File: config.mk
export PLATFORM = sky130hd
export DESIGN_NAME = mul_div_unit
export DESIGN_NICKNAME = d
export VERILOG_FILES = /design/src/rtl/mul_div_unit.sv
export SDC_FILE = /design/constraint.sdc
export NUM_CORES = 1
export LEC_CHECK = 0
export ABC_AREA = 1
export CAP_MARGIN = 20
export CORE_ASPECT_RATIO = 0.7
export CORE_MARGIN = 5
export CORE_UTILIZATION = 35
export CTS_BUF_LIST = sky130_fd_sc_hd__clkbuf_8
export CTS_CLUSTER_SIZE = 12
export DETAILED_ROUTE_END_ITERATION = 10
export PLACE_DENSITY_LB_ADDON = 0.12
export REMOVE_ABC_BUFFERS = 1
export SYNTH_ARGS = -nofsm -noshare
export SYNTH_HDL_FRONTEND = slang
export SYNTH_SLANG_ARGS = --single-unit
File: constraint.sdc
create_clock -name clk -period 3.9 [get_ports clk]
set_input_delay 1.17 -clock clk [delete_from_list [all_inputs] [get_ports clk]]
set_output_delay 1.17 -clock clk [all_outputs]
set_load 0.005 [all_outputs]
File: src/rtl/mul_div_unit.sv
// Iterative RV32M multiply/divide unit: shift-add multiply, restoring divide.
// Latency: accepted on edge N, writeback cycle runs from edge N+32 to N+33, for every funct3.
// Backpressure: start is ignored while busy=1; nothing is queued, so the issuer must hold or retry.
//
// Ports:
//   clk, reset           single clock, asynchronous active-low reset
//   start, funct3        request strobe (sampled only in IDLE) and RV32M op select
//   rv1, rv2, rd_in      operands and destination register, latched on acceptance
//   busy                 high from the accepting edge until the writeback cycle ends
//   we, rd, indata       register file write port, valid during the single writeback cycle
module mul_div_unit (
    input  logic        clk,
    input  logic        reset,
    input  logic        start,
    input  logic [2:0]  funct3,
    input  logic [31:0] rv1,
    input  logic [31:0] rv2,
    input  logic [4:0]  rd_in,
    output logic        busy,
    output logic        we,
    output logic [4:0]  rd,
    output logic [31:0] indata
);

    typedef enum logic [1:0] {
        IDLE = 2'd0,
        RUN  = 2'd1,
        WB   = 2'd2
    } state_t;

    state_t      state;
    logic [5:0]  cnt;
    logic [2:0]  op;
    logic [4:0]  rd_q;
    logic [31:0] opnd;     // multiplicand magnitude (multiply) or divisor magnitude (divide)
    logic        neg_res;  // negate the final magnitude result
    logic [63:0] acc;      // multiply: running product; divide: {remainder, quotient/dividend}

    // Operand conditioning for a new request.
    logic        sa_in;
    logic        sb_in;
    logic [31:0] a_mag_in;
    logic [31:0] b_mag_in;
    logic        neg_in;

    always_comb begin
        sa_in    = 1'b0;
        sb_in    = 1'b0;
        neg_in   = 1'b0;
        case (funct3)
            3'b001, 3'b100, 3'b110: begin
                sa_in = rv1[31];
                sb_in = rv2[31];
            end
            3'b010: sa_in = rv1[31];
            default: ;
        endcase
        a_mag_in = sa_in ? (32'd0 - rv1) : rv1;
        b_mag_in = sb_in ? (32'd0 - rv2) : rv2;
        case (funct3)
            // Divide by zero keeps the all-ones quotient unsigned so DIV returns 0xFFFFFFFF.
            3'b100:  neg_in = (sa_in ^ sb_in) & (rv2 != 32'd0);
            3'b110:  neg_in = sa_in;
            default: neg_in = sa_in ^ sb_in;
        endcase
    end

    // One iteration of each algorithm.
    logic [32:0] mul_sum;
    logic [63:0] mul_next;
    logic [32:0] div_shift;
    logic        div_ge;
    logic [31:0] div_rem;
    logic [63:0] div_next;
    logic [63:0] acc_next;

    always_comb begin
        mul_sum   = {1'b0, acc[63:32]} + (acc[0] ? {1'b0, opnd} : 33'd0);
        mul_next  = {mul_sum, acc[31:1]};
        div_shift = {acc[63:32], acc[31]};
        div_ge    = (div_shift >= {1'b0, opnd});
        // The true remainder always fits in 32 bits, so modulo-2^32 subtraction is exact.
        div_rem   = div_ge ? (div_shift[31:0] - opnd) : div_shift[31:0];
        div_next  = {div_rem, acc[30:0], div_ge};
        acc_next  = op[2] ? div_next : mul_next;
    end

    // Final result, formed from the value the last iteration produces.
    logic [63:0] prod_fix;
    logic [31:0] div_mag;
    logic [31:0] div_fix;
    logic [31:0] result;

    always_comb begin
        prod_fix = neg_res ? (64'd0 - acc_next) : acc_next;
        div_mag  = op[1] ? acc_next[63:32] : acc_next[31:0];
        div_fix  = neg_res ? (32'd0 - div_mag) : div_mag;
        if (op[2]) begin
            result = div_fix;
        end else if (op[1:0] == 2'b00) begin
            result = prod_fix[31:0];
        end else begin
            result = prod_fix[63:32];
        end
    end

    always_ff @(posedge clk or negedge reset) begin
        if (!reset) begin
            state   <= IDLE;
            cnt     <= 6'd0;
            op      <= 3'd0;
            rd_q    <= 5'd0;
            opnd    <= 32'd0;
            neg_res <= 1'b0;
            acc     <= 64'd0;
            busy    <= 1'b0;
            we      <= 1'b0;
            rd      <= 5'd0;
            indata  <= 32'd0;
        end else begin
            case (state)
                IDLE: begin
                    we <= 1'b0;
                    if (start) begin
                        op      <= funct3;
                        rd_q    <= rd_in;
                        opnd    <= funct3[2] ? b_mag_in : a_mag_in;
                        acc     <= {32'd0, funct3[2] ? a_mag_in : b_mag_in};
                        neg_res <= neg_in;
                        cnt     <= 6'd0;
                        busy    <= 1'b1;
                        state   <= RUN;
                    end
                end
                RUN: begin
                    acc <= acc_next;
                    cnt <= cnt + 6'd1;
                    if (cnt == 6'd31) begin
                        state  <= WB;
                        // x0 is not protected downstream, so never write it.
                        we     <= (rd_q != 5'd0);
                        rd     <= rd_q;
                        indata <= result;
                    end
                end
                WB: begin
                    // start is not sampled here, so the earliest restart is the next edge.
                    we    <= 1'b0;
                    busy  <= 1'b0;
                    state <= IDLE;
                end
                default: begin
                    we    <= 1'b0;
                    busy  <= 1'b0;
                    state <= IDLE;
                end
            endcase
        end
    end

endmodule

Yosys cells after proc, flatten, opt, wreduce, memory -nomap -nowiden

Cells that the tools add are included.

Bits in registers: 152
Latch bits: 0
RAM bits: 0
Memory bits (read-only): 0
Bits of input ports: 75
Output and inout port bits: 39
Word-level logic and storage cells: 68
Memories: 0

Add/subtract/negate cells: 7
Multipliers: 0
Div/mod/pow operators: 0
Magnitude comparators: 1
Equality and inequality tests: 8
Shifts and indexed selects: 0
Muxes and demuxes: 26
Bitwise gates (word level): 3
Reductions and logical operators: 12

Operator list:

| operator              | count |
|---|---|
| $mux 32               | 10 |
| $mux 64               | 3 |
| $pmux 64 s2           | 1 |
| $sub 1x32->32 const A | 3 |
| $sub 1x64->64 const A | 1 |
| $add 32x32->33        | 1 |
| $ge 33x32->1          | 1 |
| $reduce_bool 32->1    | 1 |
| $sub 32x32->32        | 1 |
| $pmux 6 s2            | 1 |
| $reduce_and 2->1      | 5 |
| $add 6x1->6 const B   | 1 |
| $eq 3x3->1 const B    | 2 |
| $eq 6x5->1 const B    | 1 |
| $mux 6                | 1 |
| $mux 1                | 5 |
| $reduce_bool 5->1     | 1 |
| $logic_not 2->1       | 2 |
| $mux 2                | 2 |
| $ne 2x2->1 const B    | 2 |
| $pmux 1 s2            | 2 |
| $pmux 2 s2            | 1 |
| $reduce_or 4->1       | 1 |
| $eq 3x1->1 const B    | 1 |
| 7 further kinds       | 7 |

Longest topological paths before layout

Depth after elaboration: 7
Depth in mapped cells: 35
Mapped depth without buffers: 35

Worst setup path before layout

No wires, ideal clock.

Path type: register to register
Start point: reg opnd[28]
End point: reg indata[26]
Arrival time: 3.536 ns
Required time: 3.783 ns
Slack: 0.248 ns
Cell stages (with the launch flop): 28
Path buffers: 0
Path through: dfrtp_1 > inv_1 > ha_1 > a21oi_1 > nand2_1 > a21oi_2 > nand2_2 > nor2_4 > nand3_2 > o21ai_2 > ha_1 > nand3_1 > nor2_1 > nand4_1 > nor2_2 > nand4_2 > nor2_4 > nand3_2 > nor2_4 > nand3_1 > nor2_1 > nand2_1 > a21oi_1 > nor2_1 > o21ai_1 > nand2_1 > nand2_1 > nand2_1

Cells in the longest elaborated chain, start to end: 7

RTL lines:

| element                                  | RTL line | source |
|---|---|---|
| from (decl)                              | 35       | `logic [31:0] opnd;` |
| from (signal assigned)                   | 127      | `opnd <= funct3[2] ? b_mag_in : a_mag_in;` |
| $ge 33x32->1 *                           | 81       | `div_ge = (div_shift >= {1'b0, opnd});` |
| $mux 32                                  | 83       | `div_rem = div_ge ? (div_shift[31:0] - opnd) : div_shift[31:0];` |
| $mux 64 *                                | 85       | `acc_next = op[2] ? div_next : mul_next;` |
| $sub 1x64->64 or $mux 32 (tied branches) | 95, 96   |  |
| $mux 64 or $sub 1x32->32 (tied branches) | 95, 97   |  |
| $mux 32 (on tied branches)               | 100, 97  |  |
| $mux 32 *                                | 98       | `if (op[2]) begin` |
| to (signal assigned)                     | 143      | `indata <= result;` |
| to (decl)                                | 22       | `output logic [31:0] indata` |

Mark *: on every way between the ends. The rest lies on a longest branch, timed or not.
A chain may end at the register's enable or synchronous reset.

Final worst setup path

Start point: reg opnd[10]
End point: reg indata[26]

Cells in the longest elaborated chain, start to end: 7

RTL lines:

| element                                   | RTL line | source |
|---|---|---|
| $mux 32 (tied with other cells)           | 78       | `mul_sum = {1'b0, acc[63:32]} + (acc[0] ? {1'b0, opnd} : 33'd0);` |
| $add 32x32->33 or $mux 32 (tied branches) | 78, 83   |  |
| $mux 64 *                                 | 85       |  |
| $sub 1x64->64 or $mux 32 (tied branches)  | 95, 96   |  |
| $mux 64 or $sub 1x32->32 (tied branches)  | 95, 97   |  |
| $mux 32 (on tied branches)                | 100, 97  |  |
| $mux 32 *                                 | 98       |  |

Marks and branches as above.

==> implementation parameters <==
Parameter                              Value

Run status
  Run status ... finished, violations left
  Failing checks ... setup timing

Critical path
  CP endpoint kind ... flop
  R2R Setup Slk ... -0.27 ns
  Data required time at the worst endpoint ... between 4 and 5 ns
  Delay of the slowest cell on the worst path ... just over 0.4 ns
  Cell at the slowest stage of the critical path ... sky130_fd_sc_hd__dfrtp_1
  CP Capture Point ... indata[26]$_DFFE_PN0P_
  Family of cells with the greatest summed delay on the critical path ... simple AND/OR/NAND/NOR gates
  Signal arrival time at the worst endpoint ... 4.59 ns
  Worst flop-to-flop path endpoint ... indata[26]$_DFFE_PN0P_
  Beginning of the critical path ... opnd[10]$_DFFE_PN0P_
  Worst path depth ... 31
  Startpoint class of the critical path ... flop
  Worst-case reg-to-reg path depth ... 31
  Number of buffers and inverters on the critical path ... 3
  Type of the worst setup path ... flop to flop
  Worst path most repeated cell ... sky130_fd_sc_hd__nand2_1
  Worst Path Max Fanout ... 4
  Source of the worst register-to-register timing path ... opnd[10]$_DFFE_PN0P_

Synth
  Total of warnings raised by yosys ... 0
  Share of the synthesized area in the top cell type ... 21.1%
  Ranking of synthesized cells by area ... sky130_fd_sc_hd__dfrtp_1 (21%), sky130_fd_sc_hd__nand2_1 (20%), sky130_fd_sc_hd__inv_1 (9.5%)
  Post-synthesis instance area ... 0.0180 sq mm
  Mapped Avg Cell Area ... 5.86 sq um
  Post-synth ARST share ... 100%
  Number of distinct library cell variants in the gate-level netlist after synthesis ... 60
  Primary FF master, synth ... sky130_fd_sc_hd__dfrtp_1
  Post-synthesis instance total ... 3078
  Number of enable-type register cells in the synthesized netlist ... 0
  Proportion of synthesized chip area in sequential cells ... 21.1%
  #FFs+latches synth ... ~150
  Largest area contributor in the synthesized netlist ... sky130_fd_sc_hd__dfrtp_1

Timing
  Summed negative setup slack over all endpoints ... -3.93 ns
  Actual transition at the worst max-transition pin ... ~1.1 ns
  Max Slew Vio Count ... 0
  RSZ-0062 raised after global routing ... yes
  Min Clock Period, post-route ... 4.17 ns
  Worst clock skew ... 0.0337 ns
  Setup Viol. Count Final ... 27
  Fin crit share ... 107%
  Final Hold Violating Endpoints ... 0
  Worst path setup slack after routing ... -0.273 ns
  Maximum clock rate ... 240 MHz
  Worst slew margin ... ~30%

Clocking
  Count of H-tree levels built during CTS ... 4
  Later-pin clock latency in the skew report ... roughly 0.54 ns
  Clock edge transition at the registers on the reported setup and hold paths ... 0.13 ns
  Number of buffers added by the clock tree synthesis step ... 17
  Clock root buffer ... sky130_fd_sc_hd__clkbuf_8
  Sink count of the clock tree ... between 150 and 200
  CTS tree ... done
  Maximum number of buffers from clock root to sink ... 2

Floorplan
  Number of standard-cell rows in the floorplan ... 69
  Std-Cell Core Area ... 0.0509 sq mm
  Area of the die ... 0.0562 sq mm
  Die Span X ... 281 um
  Number of top-level pins ... ~110
  Starting density of the core ... 35.5%
  Height of the die ... between 150 and 200 um

Global routing
  Met1 demand-to-capacity share in global routing ... 49.1%
  Maximum number of pins on one net before global-route repair ... 80
  GR met3 Demand/Resource ... under 10%
  Global route hottest layer ... met1
  Gr usage total ... 31.4%
  Met2 track utilization from global routing ... about 43%
  Residual overflow from global routing ... 0
  Number of antenna violations at the first check in global routing ... 1
  Global-route wire length before repair ... 134000 um
  Vias in the first global route ... between 20000 and 25000

Layout
  # diodes ... 0
  Non-Filler Instances ... 4383
  Share of the core filled with cells in the final layout ... roughly half
  Number of nets in the final layout ... 3842
  Final cell area excluding filler cells ... 0.0255 sq mm
  Sequential cell area in the final layout ... 0.00381 sq mm
  Most common cell after layout, fill and taps aside ... sky130_fd_sc_hd__nand2_1
  Fill cell count ... 5386
  Multi-input logic area ... 0.0129 sq mm
  Most frequent cells in the layout ... sky130_fd_sc_hd__nand2_1 (933), sky130_fd_sc_hd__buf_4 (568), sky130_fd_sc_hd__inv_1 (442)
  Syn-to-layout area delta ... 41.4%
  Share of final-layout standard cells stronger than drive strength 1 ... between 20 and 25%

Job
  Max-cap violations ... 0

Power
  Flop pwr share ... under 10%
  Gate power share ... 86.4%
  LEAKAGE ... between 10 and 15 nW
  Internal power component ... 13.2 mW
  Switching Share ... a little under three fifths
  Total power divided by cell area ... around 1200 mW/mm^2
  Clock network fraction of total power ... 4.7%
  Tot Pwr ... 29.5 mW
  Maximum vdd drop ... approximately 550 uV
  Switching component of the power ... roughly 16 mW

Drt
  Vias per inst ... roughly 5.3
  First-pass iteration count of the detailed router ... 6
  Detail Route Antenna Nets ... 0
  Detailed Route Iter0 Violations ... 2749
  DRC violations left ... 0
  Total length of routed wires ... 90700 um
  Average wire length per cell after detail routing ... 20.7 um
  Number of vias in the routed layout ... 23013

Placement
  Cells after DPL ... 4304
  Count of input and output buffers ... 113
  Final weighted congestion in routability-driven placement ... 1.03
  Placed Area ... 0.0238 sq mm
  Dpl hpwl ... 73700 um

Hold path
  Class of the tightest hold or removal check ... input pin to asynchronous set/reset pin
kinds of logic (layout without fill, tap and decap cells):
logic type | Yosys count | after routing | synth area share, %
AND/OR/NAND/NOR | 1696 | 1696 | 40.5
buffers and inverters | 568 | 1199 | 12.5
AO/OA/AOI/OAI | 495 | 495 | 16.3
flip-flops | 152 | 152 | 21.1
XOR/XNOR | 96 | 96 | 4.66
adder cells (fa/ha/maj) | 71 | 71 | 5.01
worst min path at each step:
stage | startpoint | end | slack, ns | cells past startpoint
after floorplan | cnt[5]$_DFFE_PN0P_ | cnt[5]$_DFFE_PN0P_ | 0.45 | 1
after global placement | rd[4]$_DFFE_PN0P_ | rd[4]$_DFFE_PN0P_ | 0.46 | 2
after detailed placement | indata[30]$_DFFE_PN0P_ | indata[30]$_DFFE_PN0P_ | 0.46 | 2
after CTS | reset | acc[63]$_DFFE_PN0P_ | 0.47 | 1
after global routing | reset | acc[63]$_DFFE_PN0P_ | 0.49 | 1
final | reset | acc[63]$_DFFE_PN0P_ | 0.49 | 1
Yosys cell counts (9+ instances only):
master,count
sky130_fd_sc_hd__o21bai_1,9
sky130_fd_sc_hd__ha_1,69
sky130_fd_sc_hd__nand2_1,972
sky130_fd_sc_hd__o21ai_0,161
sky130_fd_sc_hd__inv_1,458
sky130_fd_sc_hd__nand3b_1,19
sky130_fd_sc_hd__o221ai_1,21
sky130_fd_sc_hd__nand3_1,227
sky130_fd_sc_hd__nor3_1,36
sky130_fd_sc_hd__xor2_1,64
sky130_fd_sc_hd__buf_1,10
sky130_fd_sc_hd__xnor2_1,32
sky130_fd_sc_hd__o21ai_1,29
sky130_fd_sc_hd__nand4_1,34
sky130_fd_sc_hd__a21oi_1,135
sky130_fd_sc_hd__nand2_2,33
sky130_fd_sc_hd__nand3_2,18
sky130_fd_sc_hd__dfrtp_1,152
sky130_fd_sc_hd__o22ai_1,54
sky130_fd_sc_hd__clkbuf_1,59
sky130_fd_sc_hd__nor2_2,23
sky130_fd_sc_hd__a22oi_1,12
sky130_fd_sc_hd__buf_2,22
sky130_fd_sc_hd__o21ai_2,17
sky130_fd_sc_hd__nor2_1,299
what timing repair did:
item                                    4_1_cts  5_1_grt
endpoints found under the setup margin       33       50
resized for setup                           118      113
hold buffers                                  0        0
pin swaps                                    33       50
buffers inserted                             17       30
flip-flops by register name, indices dropped and copies added, names as in the netlist:
register  count
opnd         32
op            3
rd_q          5
rd            5
acc          64
state         2
indata       32
we            1
neg_res       1
busy          1
cnt           6
worst register-to-register path, delay by kind of cell, from the launching register on:
family          cells  cell delay (ns)
simple gates       22             2.28
compound gates      4             0.54
buf+inv             3             0.42
fa+ha+maj           2             0.42
flops               1             0.41
power groups by stage:
stage	combinational, mW	sequential (mW)	clock, mW
final	25.5	2.62	1.40
after global routing	27.5	2.68	1.47
after CTS	24.0	2.60	1.43
after detailed placement	23.0	2.60	0
after global placement	23.0	2.58	0
after floorplan	11.6	2.72	0
through the flow:
| step | worst slack, ns | hold slack (ns) |
|---|---|---|
| after CTS | -0.198 | 0.467 |
| after detailed placement | -0.565 | 0.464 |
| final | -0.273 | 0.488 |
| after global routing | -0.519 | 0.492 |
| after floorplan | -2.41 | 0.449 |
| after global placement | -0.620 | 0.458 |
layer usage:
layer	vias up	part of all wire (%)
met4	2	2.2
met2	1022	38
met1	10755	49
met3	96	11
li1	11138	-
met5	-	0.014
layout make-up:
cell class	instances	share of cell area, %
clock buffers	17	0.917
clock inverters	15	0.706
inverters	464	6.85
multi-input cells	2358	50.7
flip-flops and latches	152	14.9
well taps	674	3.31
repair buffers	703	22.6
No activity file was read; power rests on OpenSTA's default activity.
